File: config.mk
export PLATFORM = sky130hd
export DESIGN_NAME = simon_core
export DESIGN_NICKNAME = d
export VERILOG_FILES = /design/src/rtl/simon_pkg.sv /design/src/rtl/simon_lfsr.sv /design/src/rtl/simon_core.sv
export SDC_FILE = /design/constraint.sdc
export NUM_CORES = 1
export LEC_CHECK = 0
export CAP_MARGIN = 20
export CELL_PAD_IN_SITES_DETAIL_PLACEMENT = 1
export CELL_PAD_IN_SITES_GLOBAL_PLACEMENT = 2
export CORE_ASPECT_RATIO = 1.25
export CORE_UTILIZATION = 43
export DETAILED_ROUTE_END_ITERATION = 16
export PLACE_DENSITY = 0.9
export SLEW_MARGIN = 20
export SYNTH_ARGS = -nofsm -noshare
export SYNTH_HDL_FRONTEND = slang
export SYNTH_SLANG_ARGS = --single-unit
File: constraint.sdc
create_clock -name clk -period 4.7 [get_ports clk]
set_clock_uncertainty 0.2 [all_clocks]
set_input_delay 0.94 -clock clk [delete_from_list [all_inputs] [get_ports clk]]
set_output_delay 0.94 -clock clk [all_outputs]
set_load 0.02 [all_outputs]
File: src/rtl/simon_pkg.sv
`default_nettype none
// ============================================================================
// Module   : simon_pkg
// Brief    : Shared state codes, LFSR feedback mask and one-hot helpers for
//            the Simon game engine.
// Revision : 1.0 - initial release
// ============================================================================
package simon_pkg;

    typedef enum logic [2:0] {
        S_IDLE     = 3'd0,
        S_ADD      = 3'd1,
        S_SHOW_ON  = 3'd2,
        S_SHOW_OFF = 3'd3,
        S_WAIT_IN  = 3'd4,
        S_WAIT_REL = 3'd5,
        S_FAIL     = 3'd6,
        S_WIN      = 3'd7
    } simon_state_e;

    localparam logic [15:0] c_LFSR_MASK = 16'hB400;
    localparam int          c_MAX_CH    = 16;

    // Helpers take the widest channel vector; narrower vectors are zero-extended.
    function automatic logic f_is_onehot(input logic [c_MAX_CH-1:0] v);
        return (v != '0) && ((v & (v - 16'd1)) == '0);
    endfunction

    function automatic logic [3:0] f_onehot_idx(input logic [c_MAX_CH-1:0] v);
        logic [3:0] idx;
        idx = '0;
        for (int i = 0; i < c_MAX_CH; i++) begin
            if (v[i]) idx = 4'(i);
        end
        return idx;
    endfunction

endpackage : simon_pkg
`default_nettype wire

File: src/rtl/simon_lfsr.sv
`default_nettype none
// ============================================================================
// Module   : simon_lfsr
// Brief    : Free-running 16-bit Galois LFSR used as the colour source.
// Revision : 1.0 - initial release
// ============================================================================
module simon_lfsr
    import simon_pkg::*;
#(
    parameter logic [15:0] SEED = 16'hACE1
) (
    input  logic        clk,
    input  logic        reset_n,
    output logic [15:0] o_lfsr
);

    logic [15:0] r_lfsr;

    always_ff @(posedge clk or negedge reset_n) begin
        if (!reset_n) r_lfsr <= SEED;
        else          r_lfsr <= (r_lfsr >> 1) ^ (r_lfsr[0] ? c_LFSR_MASK : 16'h0000);
    end

    assign o_lfsr = r_lfsr;

endmodule : simon_lfsr
`default_nettype wire

File: src/rtl/simon_core.sv
`default_nettype none
// ============================================================================
// Module   : simon_core
// Brief    : Parametrised Simon game engine: sequence generation, playback,
//            input checking, timeout and win detection on a tick enable.
// Revision : 1.0 - initial release
// ============================================================================
module simon_core
    import simon_pkg::*;
#(
    parameter int          NUM_CH        = 4,
    parameter int          MAX_LEN       = 16,
    parameter int          ON_TICKS      = 2,
    parameter int          OFF_TICKS     = 1,
    parameter int          TIMEOUT_TICKS = 20,
    parameter logic [15:0] SEED          = 16'hACE1
) (
    input  logic                             clk,
    input  logic                             reset_n,
    input  logic                             tick,
    input  logic                             start,
    input  logic [NUM_CH-1:0]                btn,
    output logic [NUM_CH-1:0]                led,
    output logic                             error_led,
    output logic                             win_led,
    output logic [$clog2(MAX_LEN+1)-1:0]     level,
    output logic [2:0]                       state
);

    localparam int c_CH_W    = (NUM_CH <= 2) ? 1 : $clog2(NUM_CH);
    localparam int c_LEN_W   = $clog2(MAX_LEN + 1);
    localparam int c_ADDR_W  = (MAX_LEN <= 2) ? 1 : $clog2(MAX_LEN);
    localparam int c_TMR_MAX = (ON_TICKS > OFF_TICKS)
                             ? ((ON_TICKS > TIMEOUT_TICKS) ? ON_TICKS : TIMEOUT_TICKS)
                             : ((OFF_TICKS > TIMEOUT_TICKS) ? OFF_TICKS : TIMEOUT_TICKS);
    localparam int c_TMR_W   = $clog2(c_TMR_MAX + 1);

    simon_state_e        r_state, w_state_nxt;
    logic [c_LEN_W-1:0]  r_level, w_level_nxt;
    logic [c_LEN_W-1:0]  r_index, w_index_nxt;
    logic [c_TMR_W-1:0]  r_timer;
    logic [NUM_CH-1:0]   r_btn_prev;
    logic [c_CH_W-1:0]   r_mem [MAX_LEN];

    logic [15:0]         w_lfsr;
    logic [c_CH_W-1:0]   w_raw, w_colour, w_cur;
    logic                w_press, w_match, w_last;
    logic                w_on_done, w_off_done, w_timeout;
    logic                w_unused_lfsr;

    simon_lfsr #(.SEED(SEED)) u_lfsr (
        .clk     (clk),
        .reset_n (reset_n),
        .o_lfsr  (w_lfsr)
    );

    // Only the low bits pick a colour; a single fold maps them into range.
    assign w_raw         = w_lfsr[c_CH_W-1:0];
    assign w_colour      = ({1'b0, w_raw} >= (c_CH_W+1)'(NUM_CH)) ? w_raw - c_CH_W'(NUM_CH) : w_raw;
    assign w_unused_lfsr = ^w_lfsr;

    assign w_cur      = r_mem[r_index[c_ADDR_W-1:0]];
    assign w_last     = (r_index == r_level - c_LEN_W'(1));
    assign w_press    = f_is_onehot(16'(btn)) && (r_btn_prev == '0);
    assign w_match    = (f_onehot_idx(16'(btn)) == 4'(w_cur));
    assign w_on_done  = tick && (r_timer == c_TMR_W'(ON_TICKS - 1));
    assign w_off_done = tick && (r_timer == c_TMR_W'(OFF_TICKS - 1));
    assign w_timeout  = (TIMEOUT_TICKS != 0) && tick && (r_timer == c_TMR_W'(TIMEOUT_TICKS - 1));

    always_ff @(posedge clk or negedge reset_n) begin
        if (!reset_n) begin
            r_state    <= S_IDLE;
            r_level    <= '0;
            r_index    <= '0;
            r_timer    <= '0;
            r_btn_prev <= '0;
        end else begin
            r_state    <= w_state_nxt;
            r_level    <= w_level_nxt;
            r_index    <= w_index_nxt;
            r_btn_prev <= btn;
            if (start || (w_state_nxt != r_state)) r_timer <= '0;
            else if (tick)                         r_timer <= r_timer + c_TMR_W'(1);
        end
    end

    always_ff @(posedge clk) begin
        if ((r_state == S_ADD) && !start) r_mem[r_level[c_ADDR_W-1:0]] <= w_colour;
    end

    always_comb begin
        w_state_nxt = r_state;
        w_level_nxt = r_level;
        w_index_nxt = r_index;
        if (start) begin
            w_state_nxt = S_ADD;
            w_level_nxt = '0;
            w_index_nxt = '0;
        end else begin
            case (r_state)
                S_ADD: begin
                    w_level_nxt = r_level + c_LEN_W'(1);
                    w_index_nxt = '0;
                    w_state_nxt = S_SHOW_ON;
                end
                S_SHOW_ON: if (w_on_done) w_state_nxt = S_SHOW_OFF;
                S_SHOW_OFF: begin
                    if (w_off_done) begin
                        w_index_nxt = w_last ? '0 : r_index + c_LEN_W'(1);
                        w_state_nxt = w_last ? S_WAIT_IN : S_SHOW_ON;
                    end
                end
                // A press in the same cycle as the final tick takes precedence.
                S_WAIT_IN: begin
                    if (w_press)        w_state_nxt = w_match ? S_WAIT_REL : S_FAIL;
                    else if (w_timeout) w_state_nxt = S_FAIL;
                end
                S_WAIT_REL: begin
                    if (btn == '0) begin
                        if (!w_last) begin
                            w_index_nxt = r_index + c_LEN_W'(1);
                            w_state_nxt = S_WAIT_IN;
                        end else if (r_level == c_LEN_W'(MAX_LEN)) begin
                            w_state_nxt = S_WIN;
                        end else begin
                            w_state_nxt = S_ADD;
                        end
                    end
                end
                S_IDLE, S_FAIL, S_WIN: ;
                default: w_state_nxt = S_IDLE;
            endcase
        end
    end

    always_comb begin
        led = '0;
        case (r_state)
            S_SHOW_ON:  led = NUM_CH'(1) << w_cur;
            S_WAIT_REL: led = r_btn_prev;
            S_WIN:      led = '1;
            default:    led = '0;
        endcase
    end

    assign error_led = (r_state == S_FAIL);
    assign win_led   = (r_state == S_WIN);
    assign level     = r_level;
    assign state     = r_state;

endmodule : simon_core
`default_nettype wire
==> results.py <==
metrics = {
    "run_status": {
        "status": "finished, final reports clean",
    },
    "cts": {
        "cts-resized-gates": 0,
        "htreeDepth": 3,
        "cts_buffers": 9,
        "cts.clk_slew.worst_paths_ps": 90,
        "cts-root-buf": "clkbuf_8",
        "cts_tree": "yes",
        "post-cts-setup-buffer-count": 0,
        "cts_hold_buffers": 0,
        "clock_tree.buffer_depth": 2,
        "insertion_delay_ps": 360,
        "cts.sinks": 70,
    },
    "pwr": {
        "leakagePower_nw": 1.470,
        "combPwrFrac_pct": 9.2,
        "p_sw_mw": 0.3559,
        "p_clk_share_pct": 38.4,
        "intPower_mw": 0.9005,
        "ir_drop_uv": 183.7,
        "power.density_nw_per_um2": 317.7,
        "p_sw_share_pct": 28.33,
        "power_mw": 1.256,
        "seqPwrFrac_pct": 52.4,
    },
    "yosys": {
        "synth_flop_cell": "edfxtp_1",
        "ys_warn_count": 0,
        "muxShareOfSynthArea_pct": 5.821,
        "ys_ff_latch": 70,
        "synth_xor_area_share_pct": 4.302,
        "synth.avg_cell_area_um2": 11.27,
        "synth-compound-area-share_pct": 12.00,
        "synth_edf_count": 32,
        "synth_cells": 307,
        "synth_top_family_by_area": "simple AND/OR/NAND/NOR gates",
        "yosys.cell_types.count": 50,
        "syn-cell-area_um2": 3461,
        "synth_simple_gate_area_share_pct": 16.31,
        "synthAdderAreaFrac_pct": 3.254,
        "async_flop_share_pct": 54.29,
        "synth_nets": 324,
        "ys_seq_area_share_pct": 55.53,
    },
    "global_route": {
        "grt_start_max_net_pins": 39,
        "grt_pass1_wl_um": 12720,
        "grt-ovfl-total": 0,
        "antenna_found_initial": 0,
        "grt_usage_pct": 21.03,
        "grt_pass1_vias": 2524,
    },
    "timing": {
        "finalSetupTns_ps": 0,
        "tightestPinTransition_ps": 929.8,
        "hold_violations": 0,
        "rsz0062_at_grt": "no",
        "max_freq_ghz": 0.2409,
        "max-slew-margin-rel_pct": 38.01,
        "whs_ps": 160.1,
        "final.min_clock_period_ps": 4151,
        "setup_viol": 0,
        "finalCritPeriodShare_pct": 88.33,
        "maxSlewViolCount": 0,
    },
    "placed_design": {
        "placed_cells": 414,
        "postPlaceCellArea_um2": 3757,
        "gp_congestion": 0.8118,
        "io_buffers": 21,
        "dp_hpwl_um": 5887,
    },
    "die": {
        "initial_core_util_pct": 44.41,
        "dieHeight_um": 102.3,
        "core_area_um2": 7792,
        "ios": 22,
        "rows": 36,
        "dieArea_um2": 8413,
        "die_w_um": 82.24,
    },
    "detailed_routing": {
        "routed_wl_um": 8127,
        "vias": 2499,
        "drtIter0Drc": 104,
        "ant_nets": 0,
        "route.detailed.drc": 0,
        "viasPerCell": 5.812,
        "wl_per_cell_um": 18.90,
        "firstDrtPassIters": 4,
    },
    "setup_path": {
        "critPathCaptureType": "primary output",
        "crit_type": "flop to primary output",
        "r2r_start": "level[0]",
        "startpoint_type": "flop",
        "worstPathRequired_ps": 3560,
        "startpoint": "r_index[0]",
        "crit_path_max_fanout": 15,
        "cp.arrival_ps": 3010,
    },
    "layout": {
        "drive_gt1_share_pct": 8.657,
        "antenna_cells": 0,
        "final_design_area_no_fill_um2": 3955,
        "final_common_cell": "edfxtp_1",
        "final_cells": 430,
        "layout_common_cells": "edfxtp_1, nor2_1, dfrtp_1, clkdlybuf4s50_1",
        "seq_area_um2": 1922,
        "nNetsFinal": 347,
        "nFillCells": 827,
        "multi_input_area_um2": 1443,
        "syn2layout_area_growth_pct": 14.28,
    },
    "min_path": {
        "hp-start": "u_lfsr.o_lfsr[3]",
        "hold_class": "flop to flop",
    },
    "flow_run": {
        "maxCapViolCount": 0,
    },
}
Yosys cell counts, drive strengths merged (9+ instances only):
| library cell | count | share of area [%] |
|---|---|---|
| a21oi | 9 | 1.3 |
| edfxtp | 32 | 28 |
| nand3 | 13 | 1.9 |
| nand2 | 19 | 2.1 |
| mux2i | 19 | 5.5 |
| inv | 9 | 0.98 |
| nor2 | 31 | 3.4 |
| ha | 9 | 3.3 |
| o21ai | 14 | 2.0 |
| dfrtp | 30 | 22 |
| xor2 | 12 | 3.0 |
metal layers:
metal / up-vias / global-route usage, % / share of wire (%) / wire [µm]
met1: 1254 / 24.40 / 43 / 3470
met2: 43 / 36.87 / 52 / 4256
met3: 12 / 5.446 / 3.2 / 259
met5: - / 0 / 0 / 0
li1: 1190 / - / - / -
met4: 0 / 7.557 / 1.7 / 140
through the flow:
step | util, % | setup slack, ps
final | 50.75 | 548.5
after global routing | 50.75 | 350.5
after CTS | 50.75 | 523.0
after detailed placement | 48.22 | 963.3
after global placement | 48.22 | 1053
after floorplan | - | 1759
power groups by stage:
| stage | Clock (mW) | Sequential (mW) | Combinational (mW) |
|---|---|---|---|
| 2_1_floorplan | 0 | 0.667 | 0.0736 |
| 3_3_place_gp | 0 | 0.671 | 0.112 |
| 3_5_place_dp | 0 | 0.672 | 0.115 |
| 4_1_cts | 0.494 | 0.659 | 0.116 |
| 5_1_grt | 0.517 | 0.660 | 0.127 |
| 6_report | 0.483 | 0.659 | 0.115 |
registers in the layout (all words and copies together) (netlist names):
name	count
level	5
r_timer	5
state	3
u_lfsr.o_lfsr	16
r_index	5
r_btn_prev	4
r_mem	32
worst paths after layout:
kind	depth (start not counted)	endpoint	slack, ps
setup reg to reg	9	r_timer[1]	1760
hold reg to reg	0	u_lfsr.o_lfsr[2]	160
max in group asynchronous	1	r_index[3]	3210
setup / recovery	9	led[0]	550
hold / removal	0	u_lfsr.o_lfsr[2]	160
min in group asynchronous	1	u_lfsr.o_lfsr[4]	520
critical path, cell delays in order, from the launching register on:
cell             delay [ps]
dfrtp_1                 590
buf_12                  210
mux2i_1                 250
a22o_1                  210
or2_1                   170
mux2i_1                  90
nand2b_1                160
o21ai_0                 200
a32o_1                  160
clkdlybuf4s50_1         600
area by class of cell:
type / count / area share [%]
sequential: 70 / 48.59
clock inverter: 7 / 1.866
multi-input combinational: 216 / 36.48
clock buffer: 9 / 3.132
tap: 95 / 3.005
timing repair buffer: 24 / 6.074
inverter: 9 / 0.8542
logic make-up (layout without fill, tap and decap cells):
| kind of cell | Yosys count | in the layout |
|---|---|---|
| simple gates | 112 | 112 |
| flops | 70 | 70 |
| compound gates | 58 | 58 |
| buf+inv | 21 | 49 |
| mux | 20 | 20 |
| xor+xnor | 17 | 17 |
| fa+ha+maj | 9 | 9 |
Power figures use the tool's default switching activity.
==> edit (same settings) <==
`MAX_LEN`: 16 -> 8.
--- a/src/rtl/simon_core.sv
+++ b/src/rtl/simon_core.sv
@@ -9,7 +9,7 @@
     import simon_pkg::*;
 #(
     parameter int          NUM_CH        = 4,
-    parameter int          MAX_LEN       = 16,
+    parameter int          MAX_LEN       = 8,
     parameter int          ON_TICKS      = 2,
     parameter int          OFF_TICKS     = 1,
     parameter int          TIMEOUT_TICKS = 20,
Ports: changed (resized level); port bits go from 22 to 21. No check against the original RTL was run, so the function may have changed too.
==> edit against the original RTL <==
Critical path type unchanged; sequential cell count shrank 18; wire length fell by 36%; design area is 28% lower; worst setup slack better by 250 ps; area after synthesis fell by 28%; maximum frequency rose by 6.5%; total power fell by 31%; first-iteration DRC count fell by 38%; critical endpoint unchanged; non-clock buffer count decreased by 3; largest cell class unchanged; critical path depth decreased by 3.
==> edit: results (changes against the original RTL) <==
stage,metric,value,unit,change
status,outcome,finished clean,,unchanged
clock_tree,H-tree depth,2,,was 3
place,routability cong.,0.7899,,was 0.8118
global_routing,global-route wire length before repair,9128,um,"was 12,720 um"
min_path,hold depth,0,,unchanged
min_path,Hold Crit Class,reg -> reg,,unchanged
yosys,"EDFF count, synth",16,,was 32
sta,fmax,256.5,MHz,was 240.9 MHz
yosys,"top cells by area, synth","dfrtp_1 28%, edfxtp_1 19%, dfstp_2 8.4%",,"was edfxtp_1 28%, dfrtp_1 22%, dfstp_2 6.1%"
clock_tree,cts repair resizes,0,,unchanged
power_and_ir_drop,Max IR drop VDD,0.1821,mV,was 0.1837 mV
worst_setup_path,register-to-register setup slack,1820,ps,was 1760 ps
detailed_routing,highest metal used,met4,,unchanged
yosys,async set-reset flop share out of synthesis,0.6923,,was 0.5429
global_routing,largest net degree at the start of global routing,37,,was 39
global_routing,overall routing resource usage,0.1955,,was 0.2103
yosys,"Net Count, Synth",232,,was 324
worst_setup_path,reg2reg path depth,9,,unchanged
worst_setup_path,CP Max Fanout,9,,was 15
final_layout,layout cell share with drive strength beyond 1,0.1130,,was 0.08657
sta,Final Max Tran Viols,0,,unchanged
clock_tree,TritonCTS buffer count,5,,was 9
place,detailed placement HPWL,3782,um,was 5887 um
yosys,dominant cell type by area after synthesis,dfrtp_1,,was edfxtp_1
power_and_ir_drop,Lkg Pwr,0.001141,uW,was 0.001470 uW
final_layout,Nets,252,,was 347
detailed_routing,met2 wire len,2796,um,was 4256 um
sta,actual slew at the worst max-slew pin,876.6,ps,was 929.8 ps
yosys,list of most frequent post-synthesis cells,"28 x dfrtp_1, 25 x nor2_1, 22 x nand2_1",,"was 32 x edfxtp_1, 31 x nor2_1, 30 x dfrtp_1"
clock_tree,Bufs on Longest Clock Path,2,,unchanged
global_routing,initial antenna violation count,0,,unchanged
detailed_routing,Detailed Route WL,5229,um,was 8127 um
worst_setup_path,crit path to,led[0],,unchanged
detailed_routing,Via density,5.584,,was 5.812
place,Port-buffer cells,20,,was 21
detailed_routing,routed length on met3,118,um,was 259 um
worst_setup_path,FF-to-FF End,r_index[0],,was r_timer[1]
worst_setup_path,Critical Path Start,r_index[0],,unchanged
yosys,synth unique cells,48,,was 50
final_layout,n_diodes,0,,unchanged
final_layout,fillers,600,,was 827
yosys,sequential cell area fraction in the yosys report,0.5580,,was 0.5553
worst_setup_path,reg2reg start,level[1],,was level[0]
power_and_ir_drop,Psw,238.2,uW,was 355.9 uW
worst_setup_path,WP data arrival,2760,ps,was 3010 ps
clock_tree,clock slew at reported path FFs,110,ps,was 90 ps
detailed_routing,Initial DRC Count,64,,was 104
detailed_routing,Metal-1 WL,2231,um,was 3470 um
global_routing,vias in the first global route,1871,,"was 2,524"
clock_tree,clock latency on the worst-skew pair,310,ps,was 360 ps
==> edit: changes by cell type after synthesis, sizes merged, moves of 6 or more <==
| cell | delta |
|---|---|
| edfxtp | -16 |
| mux2i | -17 |
| nor2 | -6 |
| nor4 | -6 |
| o21ai | -9 |
==> edit: area by class of cell <==
class                           instances  area (um2)  area share
Tap cell                               64       80.08     0.02817
Clock buffer                            5       68.82     0.02421
Inverter                               11       41.29     0.01452
Clock inverter                          3       33.78     0.01188
Timing Repair Buffer                   21       207.7     0.07306
Sequential cell                        52        1391      0.4894
Multi-Input combinational cell        147        1020      0.3587
==> edit: how the worst min path moves through the flow <==
stage	startpoint	end	slack (ps)
2_1_floorplan	u_lfsr.o_lfsr[2]	u_lfsr.o_lfsr[1]	130
3_3_place_gp	u_lfsr.o_lfsr[2]	u_lfsr.o_lfsr[1]	130
3_5_place_dp	u_lfsr.o_lfsr[3]	u_lfsr.o_lfsr[2]	140
4_1_cts	u_lfsr.o_lfsr[3]	u_lfsr.o_lfsr[2]	160
5_1_grt	u_lfsr.o_lfsr[3]	u_lfsr.o_lfsr[2]	170
6_report	u_lfsr.o_lfsr[3]	u_lfsr.o_lfsr[2]	160
==> edit: critical path, stage by stage (launching register included) <==
cell and delay [ps]:
dfrtp_1 630, mux4_2 560, mux2_2 320, nor2_1 120, nand2_1 60, o21ai_0 110
clkdlybuf4s50_1 660
==> edit: cells by family after synthesis <==
kind of cell / share of synthesized area
and+or+nand+nor: 0.1601
DFF: 0.5580
AOI/OAI and AO/OA: 0.09934
buffers and inverters: 0.03311
xor gates and xnor gates: 0.06573
muxes: 0.05369
adders and majority gates: 0.03010
==> edit: routing by layer <==
layer  track usage  vias to the layer above
li1              -                      813
met1        0.2262                      845
met2        0.3619                       25
met3       0.03356                        9
met4       0.07273                        0
met5             0                        -
==> edit: per-stage QoR <==
stage | utilization | cells | hold WS, ps | worst slack, ps | instance area [um2]
2_1_floorplan | - | 218 | 131.2 | 1673 | 2494
3_3_place_gp | 0.4966 | 295 | 132.1 | 1151 | 2740
3_5_place_dp | 0.4966 | 295 | 137.1 | 1148 | 2740
4_1_cts | 0.5152 | 303 | 160.1 | 780.1 | 2843
5_1_grt | 0.5152 | 303 | 168.0 | 659.7 | 2843
6_report | 0.5152 | 303 | 157.1 | 801.0 | 2843
==> edit: power groups by stage <==
stage          registers [uW]  logic [uW]  clock network (uW)
3_3_place_gp              498         104                   0
3_5_place_dp              498         106                   0
2_1_floorplan             492        71.8                   0
6_report                  489         105                 274
4_1_cts                   489         107                 283
5_1_grt                   492         117                 301
